==> config.mk <==
export PLATFORM = sky130hd
export DESIGN_NAME = halfword_narrower_flat
export DESIGN_NICKNAME = d
export VERILOG_FILES = /design/src/rtl/halfword_narrower_if.sv /design/src/rtl/halfword_narrower.sv /design/src/flat_wrapper.sv
export SDC_FILE = /design/constraint.sdc
export NUM_CORES = 1
export LEC_CHECK = 0
export CAP_MARGIN = 20
export CORE_ASPECT_RATIO = 0.75
export CORE_MARGIN = 2
export CORE_UTILIZATION = 51
export DETAILED_ROUTE_END_ITERATION = 8
export PLACE_DENSITY = 0.87
export SYNTH_ARGS = -nofsm -noshare
export SYNTH_HDL_FRONTEND = slang
export SYNTH_SLANG_ARGS = --single-unit
export TNS_END_PERCENT = 100
==> constraint.sdc <==
create_clock -name clk -period 3.08 [get_ports clk]
set_clock_uncertainty 0.15 [all_clocks]
set_input_delay 0.616 -clock clk [delete_from_list [all_inputs] [get_ports clk]]
set_output_delay 0.616 -clock clk [all_outputs]
set_load 0.02 [all_outputs]
==> src/rtl/halfword_narrower_if.sv <==
// rtl/halfword_narrower_if.sv - handshake and counter bundle for halfword_narrower
//
// Purpose: groups the word input stream, the halfword output stream and the
// overflow counter signals of halfword_narrower into one bundle.
// Signals:
//   in_valid/in_ready/in_data/in_unsigned/in_saturate  32-bit word input stream
//   out_valid/out_ready/out_data/out_overflow          16-bit result stream
//   clr_count/ovf_count                                 overflow counter clear/value
// Modports: slave = the narrower itself, master = its producer/consumer.
interface halfword_narrower_if #(
    parameter int CNT_W = 8
);
    logic             in_valid;
    logic             in_ready;
    logic [31:0]      in_data;
    logic             in_unsigned;
    logic             in_saturate;
    logic             out_valid;
    logic             out_ready;
    logic [15:0]      out_data;
    logic             out_overflow;
    logic             clr_count;
    logic [CNT_W-1:0] ovf_count;

    modport slave (
        input  in_valid, in_data, in_unsigned, in_saturate, out_ready, clr_count,
        output in_ready, out_valid, out_data, out_overflow, ovf_count
    );

    modport master (
        output in_valid, in_data, in_unsigned, in_saturate, out_ready, clr_count,
        input  in_ready, out_valid, out_data, out_overflow, ovf_count
    );
endinterface

==> src/rtl/halfword_narrower.sv <==
// rtl/halfword_narrower.sv - 32-to-16 bit narrowing with saturation and 2-entry output buffer
//
// Purpose: range-checks each 32-bit word against signed or unsigned 16-bit
// limits, truncates or saturates it, and queues the result with its overflow
// flag in a 2-entry FIFO. A saturating counter tracks delivered overflows.
// Ports:
//   clk    rising-edge clock
//   rst_n  asynchronous active-low reset
//   bus    halfword_narrower_if.slave (input stream, output stream, counter)
module halfword_narrower #(
    parameter int DEPTH = 2,
    parameter int CNT_W = 8
) (
    input logic                clk,
    input logic                rst_n,
    halfword_narrower_if.slave bus
);
    localparam logic [1:0] FULL_COUNT = 2'(DEPTH);

    logic [1:0]       count_q, count_d;
    logic             wr_ptr_q, wr_ptr_d;
    logic             rd_ptr_q, rd_ptr_d;
    logic [1:0][15:0] data_q, data_d;
    logic [1:0]       ovf_q, ovf_d;
    logic [CNT_W-1:0] cnt_q, cnt_d;

    logic        in_ready_w;
    logic        out_valid_w;
    logic        push;
    logic        pop;
    logic        ovf_unsigned;
    logic        ovf_signed;
    logic        ovf_w;
    logic [15:0] sat_val;
    logic [15:0] result_w;

    // Ready is a pure decode of the registered occupancy, so there is no
    // combinational path from out_ready back to in_ready.
    assign in_ready_w  = (count_q != FULL_COUNT);
    assign out_valid_w = (count_q != 2'd0);
    assign push        = bus.in_valid && in_ready_w;
    assign pop         = out_valid_w && bus.out_ready;

    // Signed fit requires bits 31..15 to be copies of one sign bit.
    assign ovf_unsigned = |bus.in_data[31:16];
    assign ovf_signed   = !((&bus.in_data[31:15]) || !(|bus.in_data[31:15]));
    assign ovf_w        = bus.in_unsigned ? ovf_unsigned : ovf_signed;
    assign sat_val      = bus.in_unsigned ? 16'hFFFF
                        : (bus.in_data[31] ? 16'h8000 : 16'h7FFF);
    assign result_w     = (ovf_w && bus.in_saturate) ? sat_val : bus.in_data[15:0];

    always_comb begin
        count_d  = count_q;
        wr_ptr_d = wr_ptr_q;
        rd_ptr_d = rd_ptr_q;
        data_d   = data_q;
        ovf_d    = ovf_q;
        cnt_d    = cnt_q;

        if (push && !pop) begin
            count_d = count_q + 2'd1;
        end else if (pop && !push) begin
            count_d = count_q - 2'd1;
        end

        if (push) begin
            data_d[wr_ptr_q] = result_w;
            ovf_d[wr_ptr_q]  = ovf_w;
            wr_ptr_d         = !wr_ptr_q;
        end

        if (pop) begin
            rd_ptr_d = !rd_ptr_q;
        end

        // Clear has priority over a counting pop in the same cycle.
        if (bus.clr_count) begin
            cnt_d = '0;
        end else if (pop && ovf_q[rd_ptr_q] && (cnt_q != {CNT_W{1'b1}})) begin
            cnt_d = cnt_q + CNT_W'(1);
        end
    end

    always_ff @(posedge clk or negedge rst_n) begin
        if (!rst_n) begin
            count_q  <= 2'd0;
            wr_ptr_q <= 1'b0;
            rd_ptr_q <= 1'b0;
            data_q   <= '0;
            ovf_q    <= '0;
            cnt_q    <= '0;
        end else begin
            count_q  <= count_d;
            wr_ptr_q <= wr_ptr_d;
            rd_ptr_q <= rd_ptr_d;
            data_q   <= data_d;
            ovf_q    <= ovf_d;
            cnt_q    <= cnt_d;
        end
    end

    // Head fields are forced to zero while the buffer is empty.
    assign bus.in_ready     = in_ready_w;
    assign bus.out_valid    = out_valid_w;
    assign bus.out_data     = out_valid_w ? data_q[rd_ptr_q] : 16'h0000;
    assign bus.out_overflow = out_valid_w && ovf_q[rd_ptr_q];
    assign bus.ovf_count    = cnt_q;
endmodule

==> src/flat_wrapper.sv <==
// flat-port wrapper written by rule: the top's interface ports become plain ports
module halfword_narrower_flat 
#(
    parameter int DEPTH = 2,
    parameter int CNT_W = 8
)
  (clk, rst_n, bus_in_valid, bus_in_data, bus_in_unsigned, bus_in_saturate, bus_out_ready, bus_clr_count, bus_in_ready, bus_out_valid, bus_out_data, bus_out_overflow, bus_ovf_count);
  halfword_narrower_if #(.CNT_W(CNT_W)) bus_i ();
  input logic clk;
  input logic rst_n;
  input wire logic [$bits(bus_i.in_valid)-1:0] bus_in_valid;
  input wire logic [$bits(bus_i.in_data)-1:0] bus_in_data;
  input wire logic [$bits(bus_i.in_unsigned)-1:0] bus_in_unsigned;
  input wire logic [$bits(bus_i.in_saturate)-1:0] bus_in_saturate;
  input wire logic [$bits(bus_i.out_ready)-1:0] bus_out_ready;
  input wire logic [$bits(bus_i.clr_count)-1:0] bus_clr_count;
  output wire logic [$bits(bus_i.in_ready)-1:0] bus_in_ready;
  output wire logic [$bits(bus_i.out_valid)-1:0] bus_out_valid;
  output wire logic [$bits(bus_i.out_data)-1:0] bus_out_data;
  output wire logic [$bits(bus_i.out_overflow)-1:0] bus_out_overflow;
  output wire logic [$bits(bus_i.ovf_count)-1:0] bus_ovf_count;
  assign bus_i.in_valid = bus_in_valid;
  assign bus_i.in_data = bus_in_data;
  assign bus_i.in_unsigned = bus_in_unsigned;
  assign bus_i.in_saturate = bus_in_saturate;
  assign bus_i.out_ready = bus_out_ready;
  assign bus_i.clr_count = bus_clr_count;
  assign bus_in_ready = bus_i.in_ready;
  assign bus_out_valid = bus_i.out_valid;
  assign bus_out_data = bus_i.out_data;
  assign bus_out_overflow = bus_i.out_overflow;
  assign bus_ovf_count = bus_i.ovf_count;
  halfword_narrower #(.DEPTH(DEPTH), .CNT_W(CNT_W)) u_core (.clk(clk), .rst_n(rst_n), .bus(bus_i));
endmodule
# --- Word-level counts from Yosys, hierarchy flattened ---
# Cells that the tools add are included.
classes:
  reduce_logical: 22
  n_div: 0
  n_lt_le_gt_ge: 3
  mux: 19
  n_eq_ne: 2
  n_shift: 0
  mul: 0
  bitwise: 0
  addsub: 3
ops:
  columns: ["operator", "n"]
  rows:
  - ["16-bit 2-to-1 mux", 7]
  - ["32-bit bitwise mux", 1]
  - ["17-bit AND reduction", 1]
  - ["17-bit OR reduction", 1]
  - ["16-bit demux with 1-bit select", 1]
  - ["8-bit 2-to-1 mux", 2]
  - ["16-bit OR reduction", 1]
  - ["1-bit logical AND", 9]
  - ["8-bit by 1-bit adder with 8-bit output, second input constant", 1]
  - ["8-bit != test, second input constant", 1]
  - ["1-bit logical NOT", 6]
  - ["2-bit nonzero test", 3]
  - ["1-bit by 2-bit less-than comparator with 1-bit output, second input constant", 2]
  - ["1-bit 2-to-1 mux", 4]
  - ["2-bit 2-to-1 mux", 2]
  - ["2-bit by 1-bit adder with 2-bit output, second input constant", 1]
  - ["2-bit bitwise mux", 1]
  - ["2-bit != test, second input constant", 1]
  - ["2-bit by 1-bit subtractor with 2-bit output, second input constant", 1]
  - ["1-bit demux with 1-bit select", 1]
  - ["1-bit greater-or-equal comparator, second input constant", 1]
  - ["1-bit logical OR", 1]
word_totals:
  latchBits: 0
  ram_bits: 0
  out_inout_bits: 27
  n_memories: 0
  mem_bits_ro: 0
  in_bits: 39
  register_bits: 46

# --- Longest topological paths before layout ---
logic_depth:
  ltp_word: 8
  mapped_depth: 7

# --- Worst setup path after synthesis ---
# OpenSTA, ideal clock, no wires.
synth_timing:
  kind: "input -> register"
  startpoint: "in bus_in_data[16]"
  endpoint: "reg u_core.data_q[27] in the netlist's numbering"
  n_path_buf: 2
  setup_time_ns: 0.076
  stages: 6
  slack_ns: 0.816
  arrival_time_ns: 2.038
  path_cell_list: "or4_4 -> o31a_1 -> buf_6 -> a31o_1 -> buf_6 -> o21ai_1"
synth_between:
  elab_chain_cells: 8
  elab_cells_between_ends: 10
synth_lines:
  columns: ["element", "line_no", "source"]
  rows:
  - ["start, declared", "flat_wrapper.sv:12", "input wire logic [$bits(bus_i.in_data)-1:0] bus_in_data;"]
  - ["17-bit OR reduction", "halfword_narrower.sv:46", "assign ovf_signed = !((&bus.in_data[31:15]) || !(|bus.in_data[31:15]));"]
  - ["1-bit logical NOT", "halfword_narrower.sv:46", null]
  - ["1-bit logical OR", "halfword_narrower.sv:46", null]
  - ["1-bit logical NOT", "halfword_narrower.sv:46", null]
  - ["1-bit 2-to-1 mux (*)", "halfword_narrower.sv:47", "assign ovf_w = bus.in_unsigned ? ovf_unsigned : ovf_signed;"]
  - ["1-bit logical AND (*)", "halfword_narrower.sv:50", "assign result_w = (ovf_w && bus.in_saturate) ? sat_val : bus.in_data[15:0];"]
  - ["16-bit 2-to-1 mux (*)", "halfword_narrower.sv:50", null]
  - ["32-bit bitwise mux (*)", "halfword_narrower.sv:67", "data_d[wr_ptr_q] = result_w;"]
  - ["end signal, assigned", "halfword_narrower.sv:96", "data_q <= data_d;"]
  - ["end, declared", "halfword_narrower.sv:23", "logic [1:0][15:0] data_q, data_d;"]
# Every way passes the cells marked *; elsewhere a longest branch is shown, timed or not.
# A chain may end at the register's enable or synchronous reset.

# --- Final worst setup path ---
layout_timing:
  startpoint: "reg u_core.count_q[0]"
  endpoint: "out bus_out_data[14]"
layout_between:
  elab_chain_cells: 2
layout_lines:
  columns: ["element", "line_no", "source"]
  rows:
  - ["start, declared", "halfword_narrower.sv:20", "logic [1:0] count_q, count_d;"]
  - ["start signal, assigned", "halfword_narrower.sv:93", "count_q <= count_d;"]
  - ["2-bit nonzero test", "halfword_narrower.sv:40", "assign out_valid_w = (count_q != 2'd0);"]
  - ["16-bit 2-to-1 mux", "halfword_narrower.sv:105", "assign bus.out_data = out_valid_w ? data_q[rd_ptr_q] : 16'h0000;"]
  - ["end, declared", "flat_wrapper.sv:19", "output wire logic [$bits(bus_i.out_data)-1:0] bus_out_data;"]
# No other way between the ends.

==> impl_metrics.toml <==
[floorplan]
coreArea_um2 = 4154
placementRows = 20
num_io_pins = 66
die_y_um = 61.78
die_area_um2 = 5006
fp.dieW_um = 81.03
initial_core_util_pct = 54.64

[global_routing]
grt_pass1_vias = 1942
grt_max_degree = 47
antenna_found_initial = 0
grt-ovfl-total = 0
grt_use_total_pct = 24.17
grt_pass1_wl_um = 9025

[critical_path]
worst_ep_arrival_time_ns = 2.04
critPathMostFrequentCell = "nor2_1"
path_class = "reg2out"
max_stage_delay_ns = 0.54
critPathLaunchType = "flip-flop"
critPathCaptureType = "primary output"
critPathBufInv = 2
worstPathMaxFanout = 13
cp_top_family = "buffers and inverters"
cp.required_ns = 2.31
path_cells = "nor2_1 > buf_4 > nor2_1 > clkdlybuf4s50_1"
crit_slowest_cell = "clkdlybuf4s50_1"

[cts]
htree_levels = 2
cts_setup_buffers = 0
ctsHoldBuffers = 0
cts_tree = "built"
clk_latency_ns = 0.30
path_clk_slew_ns = 0.09
cts.sinks = 46
cts_made_buffers = 5
cts.path.max_buffers = 2
cts_resized = 0
cts_root_buffer = "clkbuf_8"

[detailed_routing]
ant_nets = 0
via_count = 2041
routed_wl_um = 5695
routedWlPerCell_um = 15.60
drt_iter0_markers = 139
drt-pass1-iter-count = 4
drc_errors = 0
via_per_inst = 5.592

[timing]
final_hold_viol_count = 0
rsz0062_at_grt = "no"
max_slew.worst_pin.slew_ns = 0.5844
period_needed_ns = 2.802
setup_viol = 0
final_max_slew_viol_count = 0
max_freq_mhz = 357.0
whs_ns = 0.3363
timing.slew.headroom_pct = 61.04
fin_tns_setup_ns = 0
min_period_over_period_pct = 90.96

[pwr]
powerDensity_nw_per_um2 = 940.5
vdd_drop_max_mv = 0.6408
p_leak_nw = 1.370

[cells_and_area]
seqCellArea_um2 = 1151
multi_input_area_um2 = 1037
drive_gt1_share_pct = 7.742
nFillCells = 303
final_cells = 365
nets = 350
syn2layout_area_growth_pct = 36.22
fin_area_um2 = 3092
insertedDiodeCount = 0
utilization_pct = 74.43

[placement]
dpl.cell_count = 355
placed_cell_area_um2 = 2967
io_buffers = 65
place_congestion = 0.8317
dp_hpwl_um = 3949

[logic_synthesis]
synth_area_per_cell_um2 = 9.457
syn_inst = 240
synth_edf_count = 0
yosysUniqueCellTypes = 31
syn-num-nets = 281
ys_seq_area_share_pct = 50.72
syn_area_um2 = 2270
synth_warnings = 0
ys_async_sr_fraction_pct = 100.0
synth_ff_type = "dfrtp_1"
synth_seq_cells = 46

[status]
status = "completed"

[flow_run]
drv_cap = 0

[worst_hold_path]
hold_class = "reg2reg"
## final cells by class
type	instances	area share (%)
Multi-Input combinational cell	179	33.55
Clock inverter	2	0.4047
Inverter	3	0.3642
Tap cell	55	2.226
Timing Repair Buffer	74	23.55
Sequential cell	46	37.23
Clock buffer	6	2.671
## worst reg2reg max path, cell delays in order, from the launching register on
cell     delay, ns
dfrtp_1       0.33
buf_4         0.30
mux2i_1       0.31
nor2_1        0.10
buf_4         0.18
and4_1        0.20
and3_1        0.17
nor3_1        0.15
## logic make-up (layout without fill, tap and decap cells)
family / after synthesis / in the layout / share of synthesized area (%)
flip-flops: 46 / 46 / 50.72
adder cells (fa/ha/maj): 2 / 2 / 1.102
XOR/XNOR: 9 / 9 / 3.473
buffers and inverters: 15 / 85 / 3.583
AND/OR/NAND/NOR: 92 / 92 / 18.47
AO/OA/AOI/OAI: 54 / 54 / 12.73
multiplexers: 22 / 22 / 9.923
## cells in the mapped netlist, drive strengths merged, types with 2 or more instances
cell type | count | share of area, %
inv | 3 | 0.50
dfrtp | 46 | 51
xor2 | 7 | 2.7
nand2 | 36 | 6.0
o21ai | 33 | 7.4
nand4 | 8 | 2.2
nor3 | 2 | 0.44
a31o | 2 | 0.77
nor2 | 27 | 4.5
a21oi | 17 | 3.7
mux2 | 4 | 2.0
nand3 | 5 | 1.1
and4 | 2 | 0.77
nor4 | 3 | 0.83
clkbuf | 5 | 0.83
xnor2 | 2 | 0.77
buf | 7 | 2.3
mux2i | 18 | 7.9
and3 | 3 | 0.83
ha | 2 | 1.1
o31a | 2 | 0.77
## per-layer routing
metal | global-route usage, % | wire length (um) | vias up
li1 | - | - | 975
met4 | 8.959 | 119 | 0
met2 | 39.43 | 2707 | 74
met3 | 4.769 | 325 | 13
met5 | 0 | 0 | -
met1 | 32.92 | 2542 | 979
## power by group
part / internal (mW) / switching, mW / total (mW)
Sequential: 0.856 / 0.149 / 1.00
Combinational: 0.703 / 0.820 / 1.52
Clock: 0.180 / 0.200 / 0.380
## sequential cells by signal (all words and copies together), names as in the netlist
signal	flops
u_core.data_q	32
u_core.bus.ovf_count	8
u_core.count_q	2
u_core.ovf_q	2
u_core.rd_ptr_q	1
u_core.wr_ptr_q	1
## worst paths after layout
| kind | from | endpoint | slack, ns | depth (start not counted) |
|---|---|---|---|---|
| max in group asynchronous | rst_n | u_core.data_q[0] | 1.86 | 3 |
| worst max register to register | u_core.rd_ptr_q | u_core.bus.ovf_count[4] | 1.10 | 7 |
| min in group asynchronous | rst_n | u_core.data_q[31] | 0.50 | 2 |
| worst min-delay path | u_core.data_q[5] | u_core.data_q[5] | 0.34 | 2 |
| worst min register to register | u_core.data_q[5] | u_core.data_q[5] | 0.34 | 2 |
| worst max-delay path | u_core.count_q[0] | bus_out_data[14] | 0.28 | 4 |
## cell usage in the layout (no fill, tap or decap)
master	Yosys	routed
o21ai_2	1	1
mux2_2	4	4
clkdlybuf4s50_1	0	64
or4_4	1	1
and2_1	1	1
o21ai_0	13	13
buf_4	0	7
ha_1	2	2
or3_1	1	1
dlygate4sd3_1	0	1
o21ai_1	19	19
buf_12	0	1
nand2_1	36	36
inv_1	3	3
a21oi_1	17	17
nand3_1	5	5
clkinvlp_4	0	1
dfrtp_1	46	46
buf_2	2	1
xnor2_1	2	2
and4_1	2	2
clkinv_2	0	1
or2_2	1	1
mux2i_1	18	18
nand2b_1	1	1
nand4_1	8	8
clkbuf_8	0	6
nor3_1	2	2
a31o_1	2	2
o31a_1	2	2
and3_1	3	3
xor2_1	7	7
nor2b_1	1	1
nor2_1	27	27
nor4_1	3	3
## per-stage QoR
stage,power [mW],setup WS (ns)
floorplan,1.896,0.8160
global placement,2.478,0.2673
detailed placement,2.520,0.1666
CTS,2.908,0.2927
global route,3.103,0.2006
finish,2.908,0.2785
Note: power is estimated with default switching activity, not from simulation.
